`config.mk`:
```
export PLATFORM = sky130hd
export DESIGN_NAME = pe_acc_sat_flat
export DESIGN_NICKNAME = d
export VERILOG_FILES = /design/src/rtl/pe_acc_sat_if.sv /design/src/rtl/pe_acc_sat.sv /design/src/flat_wrapper.sv
export SDC_FILE = /design/constraint.sdc
export NUM_CORES = 1
export LEC_CHECK = 0
export BUFFER_PORTS_ARGS = -buffer_cell sky130_fd_sc_hd__buf_2
export CAP_MARGIN = 20
export CORE_MARGIN = 8
export CORE_UTILIZATION = 30
export CTS_BUF_LIST = sky130_fd_sc_hd__clkbuf_16
export CTS_CLUSTER_DIAMETER = 200
export CTS_CLUSTER_SIZE = 40
export DETAILED_ROUTE_END_ITERATION = 16
export GPL_TIMING_DRIVEN = 0
export HOLD_SLACK_MARGIN = 0.03
export PLACE_DENSITY = 0.52
export SLEW_MARGIN = 20
export SYNTH_ARGS = -nofsm -noshare
export SYNTH_HDL_FRONTEND = slang
export SYNTH_SLANG_ARGS = --single-unit
export TNS_END_PERCENT = 100
```
`constraint.sdc`:
```
create_clock -name I_CLK -period 4.8 [get_ports I_CLK]
set_input_delay 0.96 -clock I_CLK [delete_from_list [all_inputs] [get_ports I_CLK]]
set_output_delay 0.96 -clock I_CLK [all_outputs]
set_load 0.02 [all_outputs]
```
`src/rtl/pe_acc_sat_if.sv`:
```
// Operand/result bus of one systolic PE: neighbour operands and preload come in,
// forwarded operands, the saturated result and the status flags go out.
interface pe_acc_sat_if #(
  parameter int D_W = 8
);
  logic                  I_VLD;
  logic                  I_LAST;
  logic signed [D_W-1:0] I_X;
  logic signed [D_W-1:0] I_W;
  logic signed [D_W-1:0] I_D;
  logic                  O_VLD;
  logic signed [D_W-1:0] O_X;
  logic signed [D_W-1:0] O_W;
  logic signed [D_W-1:0] O_D;
  logic                  O_DONE;
  logic                  O_OVF;
  logic                  O_BUSY;

  modport master (
    output I_VLD, I_LAST, I_X, I_W, I_D,
    input  O_VLD, O_X, O_W, O_D, O_DONE, O_OVF, O_BUSY
  );

  modport slave (
    input  I_VLD, I_LAST, I_X, I_W, I_D,
    output O_VLD, O_X, O_W, O_D, O_DONE, O_OVF, O_BUSY
  );
endinterface

```
`src/rtl/pe_acc_sat.sv`:
```
// Systolic processing element: forwards X/W to neighbours, multiplies them,
// rounds the product back to FRAC fraction bits and accumulates with saturation.
// Two-edge latency from an accepted pair to O_D; a small FSM marks the final pair.
module pe_acc_sat #(
  parameter int D_W  = 8,
  parameter int FRAC = 5,
  parameter int G    = 4
) (
  input  logic         I_CLK,
  input  logic         I_ASYN_RSTN,
  input  logic         I_SYNC_RSTN,
  pe_acc_sat_if.slave  bus
);
  localparam int P_W   = 2 * D_W;
  localparam int ACC_W = 2 * D_W - FRAC + G;

  localparam logic signed [ACC_W-1:0] ACC_MAX = {1'b0, {(ACC_W-1){1'b1}}};
  localparam logic signed [ACC_W-1:0] ACC_MIN = {1'b1, {(ACC_W-1){1'b0}}};
  localparam logic signed [D_W-1:0]   D_MAX   = {1'b0, {(D_W-1){1'b1}}};
  localparam logic signed [D_W-1:0]   D_MIN   = {1'b1, {(D_W-1){1'b0}}};
  localparam logic signed [P_W:0]     RND_K   = (P_W+1)'(2 ** (FRAC - 1));

  typedef enum logic [1:0] {ST_IDLE, ST_ACC, ST_FLUSH, ST_DONE} state_t;

  state_t                  state, state_nxt;
  logic                    accept;
  logic                    o_vld;
  logic signed [D_W-1:0]   o_x, o_w, o_d;
  logic                    o_ovf;
  logic signed [P_W-1:0]   prod;
  logic                    p_vld;
  logic signed [ACC_W-1:0] acc;

  logic signed [P_W:0]     p_rnd;
  logic signed [P_W:0]     r_full;
  logic signed [ACC_W-1:0] r_ext;
  logic signed [ACC_W:0]   sum;
  logic signed [ACC_W-1:0] acc_nxt;
  logic signed [D_W-1:0]   d_nxt;
  logic                    ovf_acc, ovf_d;
  logic [ACC_W-D_W:0]      hi_bits;

  // operands are dropped while the last product drains through stage 2
  assign accept = bus.I_VLD && (state != ST_FLUSH);

  // round half up, rescale, accumulate and clamp twice (accumulator, then output)
  always_comb begin
    p_rnd   = (P_W+1)'(prod) + RND_K;
    r_full  = p_rnd >>> FRAC;
    r_ext   = ACC_W'(r_full);
    sum     = (ACC_W+1)'(acc) + (ACC_W+1)'(r_ext);
    ovf_acc = sum[ACC_W] != sum[ACC_W-1];
    acc_nxt = ovf_acc ? (sum[ACC_W] ? ACC_MIN : ACC_MAX) : sum[ACC_W-1:0];
    hi_bits = acc_nxt[ACC_W-1:D_W-1];
    ovf_d   = !((&hi_bits) || !(|hi_bits));
    d_nxt   = ovf_d ? (acc_nxt[ACC_W-1] ? D_MIN : D_MAX) : acc_nxt[D_W-1:0];
  end

  // forwarding, stage-1 product and stage-2 accumulator registers
  always_ff @(posedge I_CLK or negedge I_ASYN_RSTN) begin
    if (!I_ASYN_RSTN) begin
      o_x   <= '0;
      o_w   <= '0;
      o_vld <= 1'b0;
      prod  <= '0;
      p_vld <= 1'b0;
      acc   <= '0;
      o_d   <= '0;
      o_ovf <= 1'b0;
    end else if (!I_SYNC_RSTN) begin
      o_x   <= '0;
      o_w   <= '0;
      o_vld <= 1'b0;
      p_vld <= 1'b0;
      acc   <= ACC_W'(bus.I_D);
      o_d   <= bus.I_D;
      o_ovf <= 1'b0;
    end else begin
      o_vld <= accept;
      p_vld <= accept;
      if (accept) begin
        o_x  <= bus.I_X;
        o_w  <= bus.I_W;
        prod <= P_W'(bus.I_X) * P_W'(bus.I_W);
      end
      if (p_vld) begin
        acc <= acc_nxt;
        o_d <= d_nxt;
        if (ovf_acc || ovf_d) o_ovf <= 1'b1;
      end
    end
  end

  // state register
  always_ff @(posedge I_CLK or negedge I_ASYN_RSTN) begin
    if (!I_ASYN_RSTN) state <= ST_IDLE;
    else              state <= state_nxt;
  end

  // next state: the last pair goes through FLUSH so DONE lines up with its result
  always_comb begin
    state_nxt = state;
    if (!I_SYNC_RSTN) begin
      state_nxt = ST_IDLE;
    end else begin
      case (state)
        ST_IDLE:  if (accept) state_nxt = bus.I_LAST ? ST_FLUSH : ST_ACC;
        ST_ACC:   if (accept && bus.I_LAST) state_nxt = ST_FLUSH;
        ST_FLUSH: state_nxt = ST_DONE;
        ST_DONE:  if (accept) state_nxt = bus.I_LAST ? ST_FLUSH : ST_ACC;
                  else        state_nxt = ST_IDLE;
        default:  state_nxt = ST_IDLE;
      endcase
    end
  end

  assign bus.O_VLD  = o_vld;
  assign bus.O_X    = o_x;
  assign bus.O_W    = o_w;
  assign bus.O_D    = o_d;
  assign bus.O_OVF  = o_ovf;
  assign bus.O_BUSY = (state == ST_FLUSH);
  assign bus.O_DONE = (state == ST_DONE);
endmodule

```
`src/flat_wrapper.sv`:
```
// flat-port wrapper written by rule: the top's interface ports become plain ports
module pe_acc_sat_flat 
#(
  parameter int D_W  = 8,
  parameter int FRAC = 5,
  parameter int G    = 4
)
  (I_CLK, I_ASYN_RSTN, I_SYNC_RSTN, bus_I_VLD, bus_I_LAST, bus_I_X, bus_I_W, bus_I_D, bus_O_VLD, bus_O_X, bus_O_W, bus_O_D, bus_O_DONE, bus_O_OVF, bus_O_BUSY);
  pe_acc_sat_if #(.D_W(D_W)) bus_i ();
  input  logic I_CLK;
  input  logic I_ASYN_RSTN;
  input  logic I_SYNC_RSTN;
  input wire logic [$bits(bus_i.I_VLD)-1:0] bus_I_VLD;
  input wire logic [$bits(bus_i.I_LAST)-1:0] bus_I_LAST;
  input wire logic [$bits(bus_i.I_X)-1:0] bus_I_X;
  input wire logic [$bits(bus_i.I_W)-1:0] bus_I_W;
  input wire logic [$bits(bus_i.I_D)-1:0] bus_I_D;
  output wire logic [$bits(bus_i.O_VLD)-1:0] bus_O_VLD;
  output wire logic [$bits(bus_i.O_X)-1:0] bus_O_X;
  output wire logic [$bits(bus_i.O_W)-1:0] bus_O_W;
  output wire logic [$bits(bus_i.O_D)-1:0] bus_O_D;
  output wire logic [$bits(bus_i.O_DONE)-1:0] bus_O_DONE;
  output wire logic [$bits(bus_i.O_OVF)-1:0] bus_O_OVF;
  output wire logic [$bits(bus_i.O_BUSY)-1:0] bus_O_BUSY;
  assign bus_i.I_VLD = bus_I_VLD;
  assign bus_i.I_LAST = bus_I_LAST;
  assign bus_i.I_X = bus_I_X;
  assign bus_i.I_W = bus_I_W;
  assign bus_i.I_D = bus_I_D;
  assign bus_O_VLD = bus_i.O_VLD;
  assign bus_O_X = bus_i.O_X;
  assign bus_O_W = bus_i.O_W;
  assign bus_O_D = bus_i.O_D;
  assign bus_O_DONE = bus_i.O_DONE;
  assign bus_O_OVF = bus_i.O_OVF;
  assign bus_O_BUSY = bus_i.O_BUSY;
  pe_acc_sat #(.D_W(D_W), .FRAC(FRAC), .G(G)) u_core (.I_CLK(I_CLK), .I_ASYN_RSTN(I_ASYN_RSTN), .I_SYNC_RSTN(I_SYNC_RSTN), .bus(bus_i));
endmodule
```
; Word-level counts from Yosys, hierarchy flattened
; Cells that the tools add are included.
[classes]
addsub = 2
n_mul = 1
eq_ne = 10
mux = 22
reduce_logical = 12
[op_table]
columns = cell, count
row1 = 8-bit 2-to-1 mux, 8
row2 = 15-bit 2-to-1 mux, 4
row3 = 16-bit by 6-bit adder with 17-bit output (second input constant), 1
row4 = 15-bit by 12-bit adder with 16-bit output, 1
row5 = 8-bit by 8-bit multiplier with 16-bit output, 1
row6 = 2-bit 2-to-1 mux, 5
row7 = 2-bit case mux with 4 select lines, 1
row8 = 8-bit AND reduction, 1
row9 = 8-bit OR reduction, 1
row10 = 2-bit by 1-bit inequality test with 1-bit output (second input constant), 3
row11 = 3-bit by 2-bit inequality test with 1-bit output (second input constant), 2
row12 = 2-bit AND reduction, 3
row13 = 2-bit equality test (second input constant), 2
row14 = 1-bit 2-to-1 mux, 4
row15 = 2-bit by 1-bit equality test with 1-bit output (second input constant), 1
row16 = 1-bit logical AND, 2
row17 = 1-bit logical NOT, 2
row18 = 2-bit logical NOT, 1
row19 = 1-bit logical OR, 2
row20 = 2-bit inequality test (second input constant), 1
row21 = 1-bit inequality test, 1
[word_totals]
register_bits = 59
input_bits = 29
elab_cells = 55

; Longest topological paths before layout
; Gate-level depths: netlist of run 1.
[logic_depth]
ltp_word = 12
ltp_mapped = 19
depth_no_buf = 19

; Worst setup path before layout of run 1
; No wires, ideal clock.
[synth_path]
kind = input-to-reg
from = input port bus_I_X[0]
to = register u_core.prod[14]
setup_ns = 0.069
t_arrival_ns = 4.877
path_slack_ns = -0.145
stages = 17
path_cell_list = nand2b_1 -> fa_1 -> fa_1 -> inv_1 -> fa_1 -> inv_1 -> fa_1 -> inv_1 -> ha_1 -> o21ai_0 -> a21boi_0 -> o21ai_0 -> a21boi_0 -> o21ai_0 -> a21boi_0 -> or3_1 -> nand3_1
[synth_between]
elab_chain_len = 1
[synth_rtl]
columns = element, line_no
row1 = start: declaration, flat_wrapper.sv:15  ; input wire logic [$bits(bus_i.I_X)-1:0] bus_I_X;
row2 = 8-bit by 8-bit multiplier with 16-bit output, pe_acc_sat.sv:84  ; prod <= P_W'(bus.I_X) * P_W'(bus.I_W);
row3 = end signal: assignment, pe_acc_sat.sv:84
row4 = end: declaration, pe_acc_sat.sv:30  ; logic signed [P_W-1:0] prod;
; No other way between the ends.
; A chain may end at the register's enable or synchronous reset.

; Final worst setup path of run 1
[layout_path]
from = input port bus_I_W[7]
to = register u_core.prod[14]
[layout_between]
elab_chain_len = 1
[layout_rtl]
columns = element, line_no
row1 = start: declaration, flat_wrapper.sv:16  ; input wire logic [$bits(bus_i.I_W)-1:0] bus_I_W;
row2 = 8-bit by 8-bit multiplier with 16-bit output, pe_acc_sat.sv:84
; No other way between the ends.

==> results of run 1 <==
power by group:
| part | total, W | leakage (nW) | internal [W] | switching, W |
|---|---|---|---|---|
| registers | 0.000659 | 0.684 | 0.000565 | 0.0000937 |
| clock network | 0.000375 | 0.0733 | 0.000192 | 0.000183 |
| logic | 0.00262 | 2.48 | 0.00107 | 0.00155 |
cells in the mapped netlist (all sizes together) (7+ instances only):
master  instances  share of area, %
and2           45               4.8
inv            91               5.8
ha             44               9.3
xor2           12               1.8
o21a            7              0.91
nor2           33               2.1
a21oi          26               2.4
o211ai          9               1.2
nand2          65               4.2
dfrtp          55                23
a21o           10               1.3
clkbuf         10              0.64
xnor2          20               3.0
a22o           15               2.2
fa             55                19
and3            9              0.95
a31oi          15               1.6
o21ai          30               2.6
nand3          14               1.2
layer usage:
metal,GRT usage (%),vias to the layer above
met1,17.1,2308
met2,21.4,75
met5,0,-
li1,-,2326
met4,4.03,0
met3,1.90,12
area by class of cell:
cell class                      instances  area share (%)
Buffer                                 13           0.905
Clock buffer                            5            1.85
Clock inverter                          3           0.222
Inverter                               93            5.15
Multi-Input combinational cell        484            62.0
Sequential cell                        55            20.3
Tap cell                              265            4.89
Timing Repair Buffer                   59            4.62
state kept, by name, indices dropped and copies added (netlist names):
signal            count
u_core.acc           15
u_core.bus.O_X        8
u_core.bus.O_W        8
u_core.prod          12
u_core.state          2
u_core.bus.O_OVF      1
u_core.bus.O_D        8
u_core.p_vld          1
worst min-delay path by stage:
stage | slack, ns | endpoint | start | cells after the start
after floorplan | 0.48 | u_core.prod[8] | u_core.prod[8] | 2
after global placement | 0.48 | u_core.bus.O_OVF | u_core.bus.O_OVF | 1
after detailed placement | 0.48 | u_core.bus.O_X[4] | u_core.bus.O_X[4] | 1
after CTS | 0.50 | u_core.bus.O_OVF | u_core.bus.O_OVF | 1
after global routing | 0.52 | u_core.bus.O_X[7] | u_core.bus.O_X[7] | 1
final | 0.49 | u_core.bus.O_OVF | u_core.bus.O_OVF | 1
through the flow:
stage                     cell area (sq um)  std cells  util (%)  hold slack [ns]  setup WS (ns)
after floorplan                        5910        645         -            0.483        0.00187
after global placement                 6520        966      33.6            0.477         -0.465
after detailed placement               6520        966      33.6            0.477         -0.466
after CTS                              6690        976      34.5            0.499        0.00497
after global routing                   6780        977      34.9            0.518        -0.0239
final                                  6780        977      34.9            0.489          0.138
placed cells by master (no fill, tap or decap), drive strengths merged, types with 17 or more instances in the layout:
cell type,count
ha,44
dfrtp,55
nor2,33
buf,60
clkbuf,17
and2,45
nand2,65
a21oi,26
xnor2,20
o21ai,30
fa,55
inv,91
what timing repair did:
| action | in CTS | in global routing |
|---|---|---|
| pin swaps | 9 | 13 |
| buffers inserted | 2 | 1 |
| gates resized for setup | 9 | 18 |
| setup endpoints to repair | 4 | 5 |
worst reg2reg max path, delay by kind of cell, from the launching register on:
family | cells | cell delay, ns
AOI/OAI and AO/OA | 7 | 1.93
and+or+nand+nor | 5 | 0.99
DFF | 1 | 0.42
adders and majority gates | 1 | 0.39
xor gates and xnor gates | 1 | 0.16
cell families after synthesis:
| logic type | after synthesis | share of synthesized area [%] |
|---|---|---|
| fa+ha+maj | 99 | 27.9 |
| mux | 4 | 0.699 |
| buf+inv | 106 | 6.94 |
| flops | 55 | 23.3 |
| xor+xnor | 32 | 4.74 |
| compound gates | 152 | 19.4 |
| simple gates | 197 | 16.9 |
==> metrics, run 1 <==
Buffers on Ports 56; GRT Total Usage 12.9%; Critical Path RT 5.04 ns; crit path kind input pin to flip-flop; # diodes 0; Post-Synthesis Cell Area ~5900 sq um; core area 19400 sq um; final worst path period need approximately 4.7 ns; Storage cell area 1380 sq um; Syn. warnings 0; arrival time at the worst endpoint approximately 5 ns; CTS root buf clkbuf_16; grt total ovfl 0; min-delay worst type flip-flop to flip-flop; Buf/Inv on CP 4; register area share after synthesis 23.3%; Initial Utilization 30.5%; Worst Max-Slew Pin Slew 0.997 ns; post-route ant nets 0; crit path max fanout 7; Row Count 51; worst path cell trace buf_2 -> inv_2 -> nor2_2 -> fa_1 -> fa_1 -> fa_1 -> inv_1 -> fa_1 -> inv_1 -> ha_1 -> a21boi_2 -> o21ai_2 -> a21boi_2 -> o21ai_2 -> a21boi_2 -> or3_1 -> nand3_1; M1 wire length approximately 7 mm; met2 wire len 7.24 mm; # clock sinks 55; hold-fix buffers at CTS 0; uppermost layer routed met4; CP max-delay cell fa_1; share of layout cells above drive strength 1 16.2%; drt initial violations approximately 230; CTS Buffer Depth 2; final wirelength 15.1 mm; vias in the first global route 4987; clk slew on worst S/H paths 0.07 ns; DIE AREA 24400 sq um; initial antenna violation count 0; final worst path period share a little over nine tenths; # IOs 57; largest net degree at the start of global routing 56; Leak Pwr 3.23 nW; CP Capture Type flip-flop; Crit path depth 17; library cells used by synthesis 71; FILL cells 2060; first-pass GRT wire length 25.3 mm; mean post-synth cell area 9.16 sq um; Via density 4.83; final routed DRC violation total 0; FF+latch count, synth between 50 and 60; area occupied by multi-input gates 4200 sq um; Max Clk Rate 214 MHz; Worst slew margin 33.5%; unrepaired setup endpoints after global routing yes; status complete, no violations; most used cell, CP fa_1; Clock Latency Late Sink 0.31 ns; Max VDD drop 0.237 mV; CTS tree built; final hold violations 0; delay-heaviest family, CP adder cells; slowest stage delay, CP 0.54 ns; routed vias 4721; Design Power 0.00365 W; first-pass detailed-route iteration total 4; endpoints failing setup 0; crit path to u_core.prod[14]; pwr dens 539 nW/um^2; Synthesized Nets 773; dominant synthesized flop cell dfrtp_1; Critical R2R Capture u_core.bus.O_D[5]; Detail Route met3 WL around 430 um; nets@finish around 840; Reg2Reg Setup Slack 0.77 ns; CTS H-Tree Depth 2; startpoint types input pin; Mapped Cells 645; Post-synth ARST share 100%; max cap viols 0; clk_skew 0.00510 ns; DR WL/cell approximately 15 um; post-DP HPWL 12.0 mm; gpl congestion 0.817; R2R depth 14; die outline height 156 um; Die Wd 156 um; CTS buffer count 5; Final Max Slew Viols 0; number of flops mapped to enable cells by yosys 0; Area Growth Syn to Fin 14.7%; RR Startpoint u_core.prod[6]; worst setup path start bus_I_W[7]; setup_tns 0 ns
Note: power is estimated with default switching activity, not from simulation.
==> run 2, diff against run 1 <==
--- a/config.mk
+++ b/config.mk
@@ -5,6 +5,7 @@
 export SDC_FILE = /design/constraint.sdc
 export NUM_CORES = 1
 export LEC_CHECK = 0
+export ABC_AREA = 1
 export BUFFER_PORTS_ARGS = -buffer_cell sky130_fd_sc_hd__buf_2
 export CAP_MARGIN = 20
 export CORE_MARGIN = 8
==> metrics, run 2 <==
drt initial violations 170 (-26%); Area Growth Syn to Fin 16.5%; max FFs per register 15 (unchanged); Clock Latency Late Sink 0.31 ns (about the same); Buffers on Ports 42 (-25%); max cap viols 0 (unchanged); Initial Utilization 30.7% (+0.19 points); Yosys top cell by area dfrtp_1; CTS buffer count 5 (unchanged); Design Power 0.00401 W (+10%); slowest stage delay, CP 0.55 ns (about the same); die outline height 157 um (+0.58%); # IOs 57 (unchanged); startpoint types input pin; final worst path period share 95.8% (-1.4 points); clk slew on worst S/H paths 0.08 ns (about the same); Post-Synthesis Cell Area 5990 sq um (+1.3%); most frequent cells after synthesis 179 x nand2_1, 176 x inv_1, 55 x dfrtp_1, 55 x fa_1, 50 x nor2_1; Syn. warnings 0 (unchanged); status complete, no violations; most used cell, CP fa_1; final worst path period need 4.60 ns (-0.0654 ns); first-pass detailed-route iteration total 4 (unchanged); share of layout cells above drive strength 1 16.7% (+0.57 points); vias in the first global route 5177 (+3.8%); worst setup path start bus_I_W[7]; largest net degree at the start of global routing 56 (unchanged); crit path kind input pin to flip-flop; Leak Pwr 3.83 nW (+18%); CTS root buf clkbuf_16; RR Startpoint u_core.prod[6]; Largest regs u_core.acc: 15 flops, u_core.prod: 12 flops; Synthesized Nets 910 (+18%); final hold violations 0 (unchanged); gpl congestion 0.820 (+0.45%); synth top area cells dfrtp_1 23%, fa_1 18%, nand2_1 11%; worst path cell trace clkbuf_4 -> inv_4 -> nor2_2 -> fa_1 -> fa_1 -> fa_1 -> inv_1 -> fa_1 -> inv_1 -> ha_4 -> a21oi_2 -> o21ai_1 -> a21oi_2 -> o21ai_2 -> a21oi_1 -> nor2_1 -> nor2_1 -> xor2_1 -> o21ai_1; pwr dens 576 nW/um^2 (+6.9%); CP Capture Type flip-flop; CTS tree built; number of flops mapped to enable cells by yosys 0 (unchanged); post-DP HPWL 11.6 mm (-3.1%); final wirelength 14.4 mm (-4.4%); initial antenna violation count 0 (unchanged); hold path startpoint u_core.bus.O_W[0]; highest-count cells in the layout ignoring fill and taps 172 x nand2_1, 165 x inv_1, 55 x dfrtp_1, 54 x fa_1, 48 x nor2_1; Max VDD drop 0.191 mV (-19%); GRT Total Usage 12.5% (-0.45 points); CTS Buffer Depth 2 (unchanged); DR WL/cell 13.1 um (-15%); core area 19500 sq um (+0.66%); register area share after synthesis 23.0% (-0.30 points); Via density 4.38 (-9.3%); Final Max Slew Viols 0 (unchanged); Critical Path RT 4.99 ns (-0.05 ns); arrival time at the worst endpoint 4.79 ns (-0.12 ns); FF+latch count, synth 55 (unchanged); nets@finish 965 (+15%); endpoints failing setup 0 (unchanged); Synth top area share 23.0% (-0.30 points); mean post-synth cell area 7.65 sq um (-16%); dominant synthesized flop cell dfrtp_1; CP max-delay cell fa_1; Worst Max-Slew Pin Slew 0.809 ns (-0.189 ns); Placement Setup Slack -0.491 ns (-0.0253 ns); # diodes 0 (unchanged); Top reg by flops u_core.acc; DIE AREA 24700 sq um (+1.2%); Final WS setup 0.203 ns (+0.0654 ns); post-route ant nets 0 (unchanged); most numerous cell in the Yosys netlist nand2_1; # clock sinks 55 (unchanged); grt total ovfl 0 (unchanged); routed vias 4830 (+2.3%); CTS H-Tree Depth 2 (unchanged); min-delay worst type flip-flop to flip-flop; Row Count 51 (unchanged); first-pass GRT wire length 24.9 mm (-1.3%); library cells used by synthesis 37 (-48%); unrepaired setup endpoints after global routing no; crit path max fanout 7 (unchanged); Post-synth ARST share 100% (unchanged); clk_skew 0.00713 ns (+0.00202 ns); Mapped Cells 782 (+21%); final routed DRC violation total 0 (unchanged); Max Clk Rate 218 MHz (+1.4%); Worst slew margin 45.9% (+12 points); Die Wd 157 um (+0.58%); most common cell after layout, fill and taps aside nand2_1
[run 2: cell count changes after synthesis, moves of 12 or more]
cell / delta
xnor2_1: -12
a21oi_1: +13
nand2_1: +115
nor2_1: +17
and2_1: -41
a31oi_1: -12
xor2_1: +13
inv_1: +85
[run 2: metal layers]
| metal | global-route usage [%] | share of wire (%) | vias up |
|---|---|---|---|
| met5 | 0 | 0 | - |
| met4 | 3.31 | 1.1 | 0 |
| met3 | 2.44 | 4.2 | 9 |
| met2 | 21.0 | 46 | 68 |
| met1 | 16.1 | 49 | 2258 |
| li1 | - | - | 2495 |
[run 2: logic make-up (layout without fill, tap and decap cells)]
group | count (synthesis) | count (layout) | share of synthesized area (%)
flops | 55 | 55 | 23.0
fa+ha+maj | 99 | 99 | 27.6
compound gates | 106 | 106 | 10.8
xor+xnor | 33 | 33 | 4.83
simple gates | 286 | 286 | 20.8
buf+inv | 203 | 258 | 13.0
[run 2: timing repair]
| action | 4_1_cts | 5_1_grt |
|---|---|---|
| gates resized for setup | 21 | 46 |
| endpoints found under the setup margin | 2 | 2 |
| pin swaps | 5 | 28 |
| buffers inserted | 2 | 4 |
| hold buffers | 0 | 0 |
[run 2: worst max-delay path: cells and delay by family]
kind / cells / cell delay (ns)
xor gates and xnor gates: 1 / 0.17
AOI/OAI and AO/OA: 6 / 0.72
adders and majority gates: 5 / 2.33
buffers and inverters: 4 / 0.38
and+or+nand+nor: 3 / 0.21
[run 2: per-stage QoR]
step / TNS, ns / hold slack (ns) / util (%) / cells / cell area (sq um)
after floorplan: -0.0305 / 0.472 / - / 782 / 6060
after global placement: -1.08 / 0.471 / 33.8 / 1089 / 6600
after detailed placement: -1.33 / 0.472 / 33.8 / 1089 / 6600
after CTS: 0 / 0.490 / 35.1 / 1098 / 6850
after global routing: 0 / 0.511 / 35.7 / 1102 / 6970
final: 0 / 0.484 / 35.7 / 1102 / 6970
[run 2: path summary, 6_finish.rpt]
kind                                          end  slack, ns  depth (start not counted)
worst max-delay path              u_core.prod[15]       0.20                         19
worst min-delay path            u_core.bus.O_W[0]       0.48                          2
worst max register to register  u_core.bus.O_D[5]       0.79                         21
worst min register to register  u_core.bus.O_W[0]       0.48                          2
max in group asynchronous       u_core.bus.O_X[0]       3.57                          1
min in group asynchronous          u_core.acc[13]       0.72                          1
[run 2: cell type report]
type / count / area, sq um
well taps: 265 / 332
inverters: 180 / 678
repair buffers: 48 / 263
clock buffers: 5 / 125
multi-input cells: 524 / 3980
plain buffers: 23 / 183
clock inverters: 2 / 37.5
flip-flops and latches: 55 / 1380
fillers: 2129 / 12600
[run 2: report_power, final]
group | switching, W | internal, W
Clock | 0.000193 | 0.000244
Combinational | 0.00173 | 0.00117
Sequential | 0.0000956 | 0.000581
==> run 3, diff against run 2 <==
--- a/config.mk
+++ b/config.mk
@@ -16,7 +16,7 @@
 export DETAILED_ROUTE_END_ITERATION = 16
 export GPL_TIMING_DRIVEN = 0
 export HOLD_SLACK_MARGIN = 0.03
-export PLACE_DENSITY = 0.52
+export PLACE_DENSITY_LB_ADDON = 0.05
 export SLEW_MARGIN = 20
 export SYNTH_ARGS = -nofsm -noshare
 export SYNTH_HDL_FRONTEND = slang
==> metrics, run 3 (same netlist as run 2, synthesis figures left out) <==
Hold EP u_core.bus.O_W[0]; R2R depth 21 (unchanged); Cell Area, Placed 6600 sq um (unchanged); # IOs 57 (unchanged); Placement Setup Slack -0.514 ns (-0.0234 ns); Worst Max-Slew Pin Slew 0.736 ns (-0.0725 ns); Row Count 51 (unchanged); grt total ovfl 0 (unchanged); startpoint types input pin; design area 7050 sq um (+1.1%); die outline height 157 um (unchanged); Critical Path RT 4.99 ns (about the same); final worst path period need 4.59 ns (-0.00271 ns); nets@finish 972 (+0.73%); final core utilization 36.1% (+0.40 points); post-route ant nets 0 (unchanged); Worst slew margin 50.9% (+5.0 points); clk slew on worst S/H paths 0.08 ns (about the same); register share of total power 16.7% (-0.2 points); Die Wd 157 um (unchanged); slowest stage delay, CP 0.55 ns (about the same); CTS root buf clkbuf_16; arrival time at the worst endpoint 4.79 ns (about the same); first-pass detailed-route iteration total 4 (unchanged); DR WL/cell 14.3 um (+9.5%); share of layout cells above drive strength 1 17.3% (+0.55 points); delay-heaviest family, CP adder cells; Clock Latency Late Sink 0.30 ns (about the same); Reg2Reg Setup Slack 0.78 ns (about the same); core area 19500 sq um (unchanged); worst hold stages 2 (unchanged); Largest regs u_core.acc: 15 flops, u_core.prod: 12 flops; final worst path period share 95.7% (about the same); # diodes 0 (unchanged); gpl congestion 0.771 (-6.0%); CP Capture Type flip-flop; hold path startpoint u_core.bus.O_W[0]; Buf/Inv on CP 5 (+1); drt initial violations 181 (+6.5%); crit path kind input pin to flip-flop; Leak Pwr 3.87 nW (+1.1%); first-pass GRT wire length 26.4 mm (+6.0%); Critical R2R Capture u_core.bus.O_D[5]; final hold violations 0 (unchanged); post-DP HPWL 13.1 mm (+13%); Via density 4.42 (+0.86%); highest-count cells in the layout ignoring fill and taps 175 x nand2_1, 164 x inv_1, 55 x dfrtp_1, 54 x fa_1, 50 x nor2_1; RR Startpoint u_core.prod[6]; Top reg by flops u_core.acc; final wirelength 15.9 mm (+10%); Final Max Slew Viols 0 (unchanged); Max VDD drop 0.164 mV (-14%); Max Clk Rate 218 MHz (about the same); Comb power frac 73.8% (+1.6 points); routed vias 4907 (+1.6%); GRT Total Usage 13.3% (+0.82 points); pwr dens 576 nW/um^2 (about the same); FILL cells 2087 (-2.0%); crit path max fanout 8 (+1); CTS Buffer Depth 2 (unchanged); min-delay worst type flip-flop to flip-flop; Area Growth Syn to Fin 17.8%; Buffers on Ports 42 (unchanged); CTS tree built; most common cell after layout, fill and taps aside nand2_1; CP max-delay cell fa_1; Initial Utilization 30.7% (unchanged); CTS buffer count 5 (unchanged); largest net degree at the start of global routing 56 (unchanged); Internal 0.00198 W (-0.54%); max FFs per register 15 (unchanged); vias in the first global route 5186 (+0.17%); status complete, no violations; setup_tns 0 ns (unchanged); endpoints failing setup 0 (unchanged); Final WS setup 0.206 ns (+0.00271 ns); max cap viols 0 (unchanged); final routed DRC violation total 0 (unchanged); CTS H-Tree Depth 2 (unchanged); DIE AREA 24700 sq um (unchanged); # clock sinks 55 (unchanged); hold-fix buffers at CTS 0 (unchanged); P_sw 0.00207 W (+2.8%); worst path cell trace clkbuf_8 -> nand2_1 -> inv_1 -> fa_1 -> inv_1 -> fa_1 -> fa_1 -> fa_1 -> inv_1 -> ha_4 -> a21o_1 -> a31oi_4 -> inv_1 -> a21oi_2 -> o21ai_2 -> a21oi_2 -> nor2_1 -> nor2_1 -> xor2_1 -> o21ai_1; clock power share 9.5% (-1.4 points); clk_skew 0.00394 ns (-0.00319 ns); sw frac 51.1% (+0.82 points); initial antenna violation count 0 (unchanged)
## run 3: metal layers
| metal | vias up | global-route usage [%] | routed length, um |
|---|---|---|---|
| met5 | - | 0 | 0 |
| met4 | 0 | 2.72 | 127 |
| met3 | 6 | 1.37 | 457 |
| met2 | 67 | 24.3 | 8100 |
| met1 | 2326 | 16.6 | 7240 |
| li1 | 2508 | - | - |
## run 3: through the flow
step,total power [W],hold slack (ns),cells
6_report,0.00406,0.497,1110
5_1_grt,0.00455,0.535,1110
4_1_cts,0.00394,0.501,1100
3_5_place_dp,0.00347,0.481,1089
3_3_place_gp,0.00346,0.474,1089
2_1_floorplan,0.00285,0.472,782
## run 3: how the worst max path moves through the flow
stage	startpoint	endpoint	slack, ns	cells past startpoint
final	bus_I_X[1]	u_core.prod[15]	0.21	20
after global routing	bus_I_X[3]	u_core.prod[15]	-0.02	19
after CTS	bus_I_W[2]	u_core.prod[15]	0.003	19
after detailed placement	bus_I_X[7]	u_core.prod[15]	-0.51	21
after global placement	bus_I_X[0]	u_core.prod[14]	-0.47	22
after floorplan	bus_I_X[2]	u_core.prod[14]	-0.03	21
## run 3: cell type report
type | instances | area [sq um] | area share [%]
Multi-Input combinational cell | 524 | 3980 | 56.4
Sequential cell | 55 | 1380 | 19.5
Inverter | 180 | 683 | 9.69
Tap cell | 265 | 332 | 4.70
Timing Repair Buffer | 55 | 322 | 4.56
Buffer | 23 | 209 | 2.96
Clock buffer | 5 | 125 | 1.77
Clock inverter | 3 | 23.8 | 0.337
## run 3: power groups by stage
stage                     clock (W)  combinational, W  sequential, W
after floorplan                   0           0.00215       0.000700
after global placement            0           0.00278       0.000686
after detailed placement          0           0.00278       0.000690
after CTS                  0.000402           0.00285       0.000681
after global routing       0.000418           0.00343       0.000699
final                      0.000384           0.00300       0.000678
## run 3: repair_timing
item	CTS	global route
setup buffers	3	10
pin swaps	4	35
resized for setup	23	52
endpoints found under the setup margin	2	2
## run 3: worst reg2reg max path: cells and delay by family, from the launching register on
family	cells	cell delay (ns)
buf+inv	3	0.26
flops	1	0.38
compound gates	5	0.94
simple gates	11	1.85
xor+xnor	1	0.15
fa+ha+maj	1	0.33
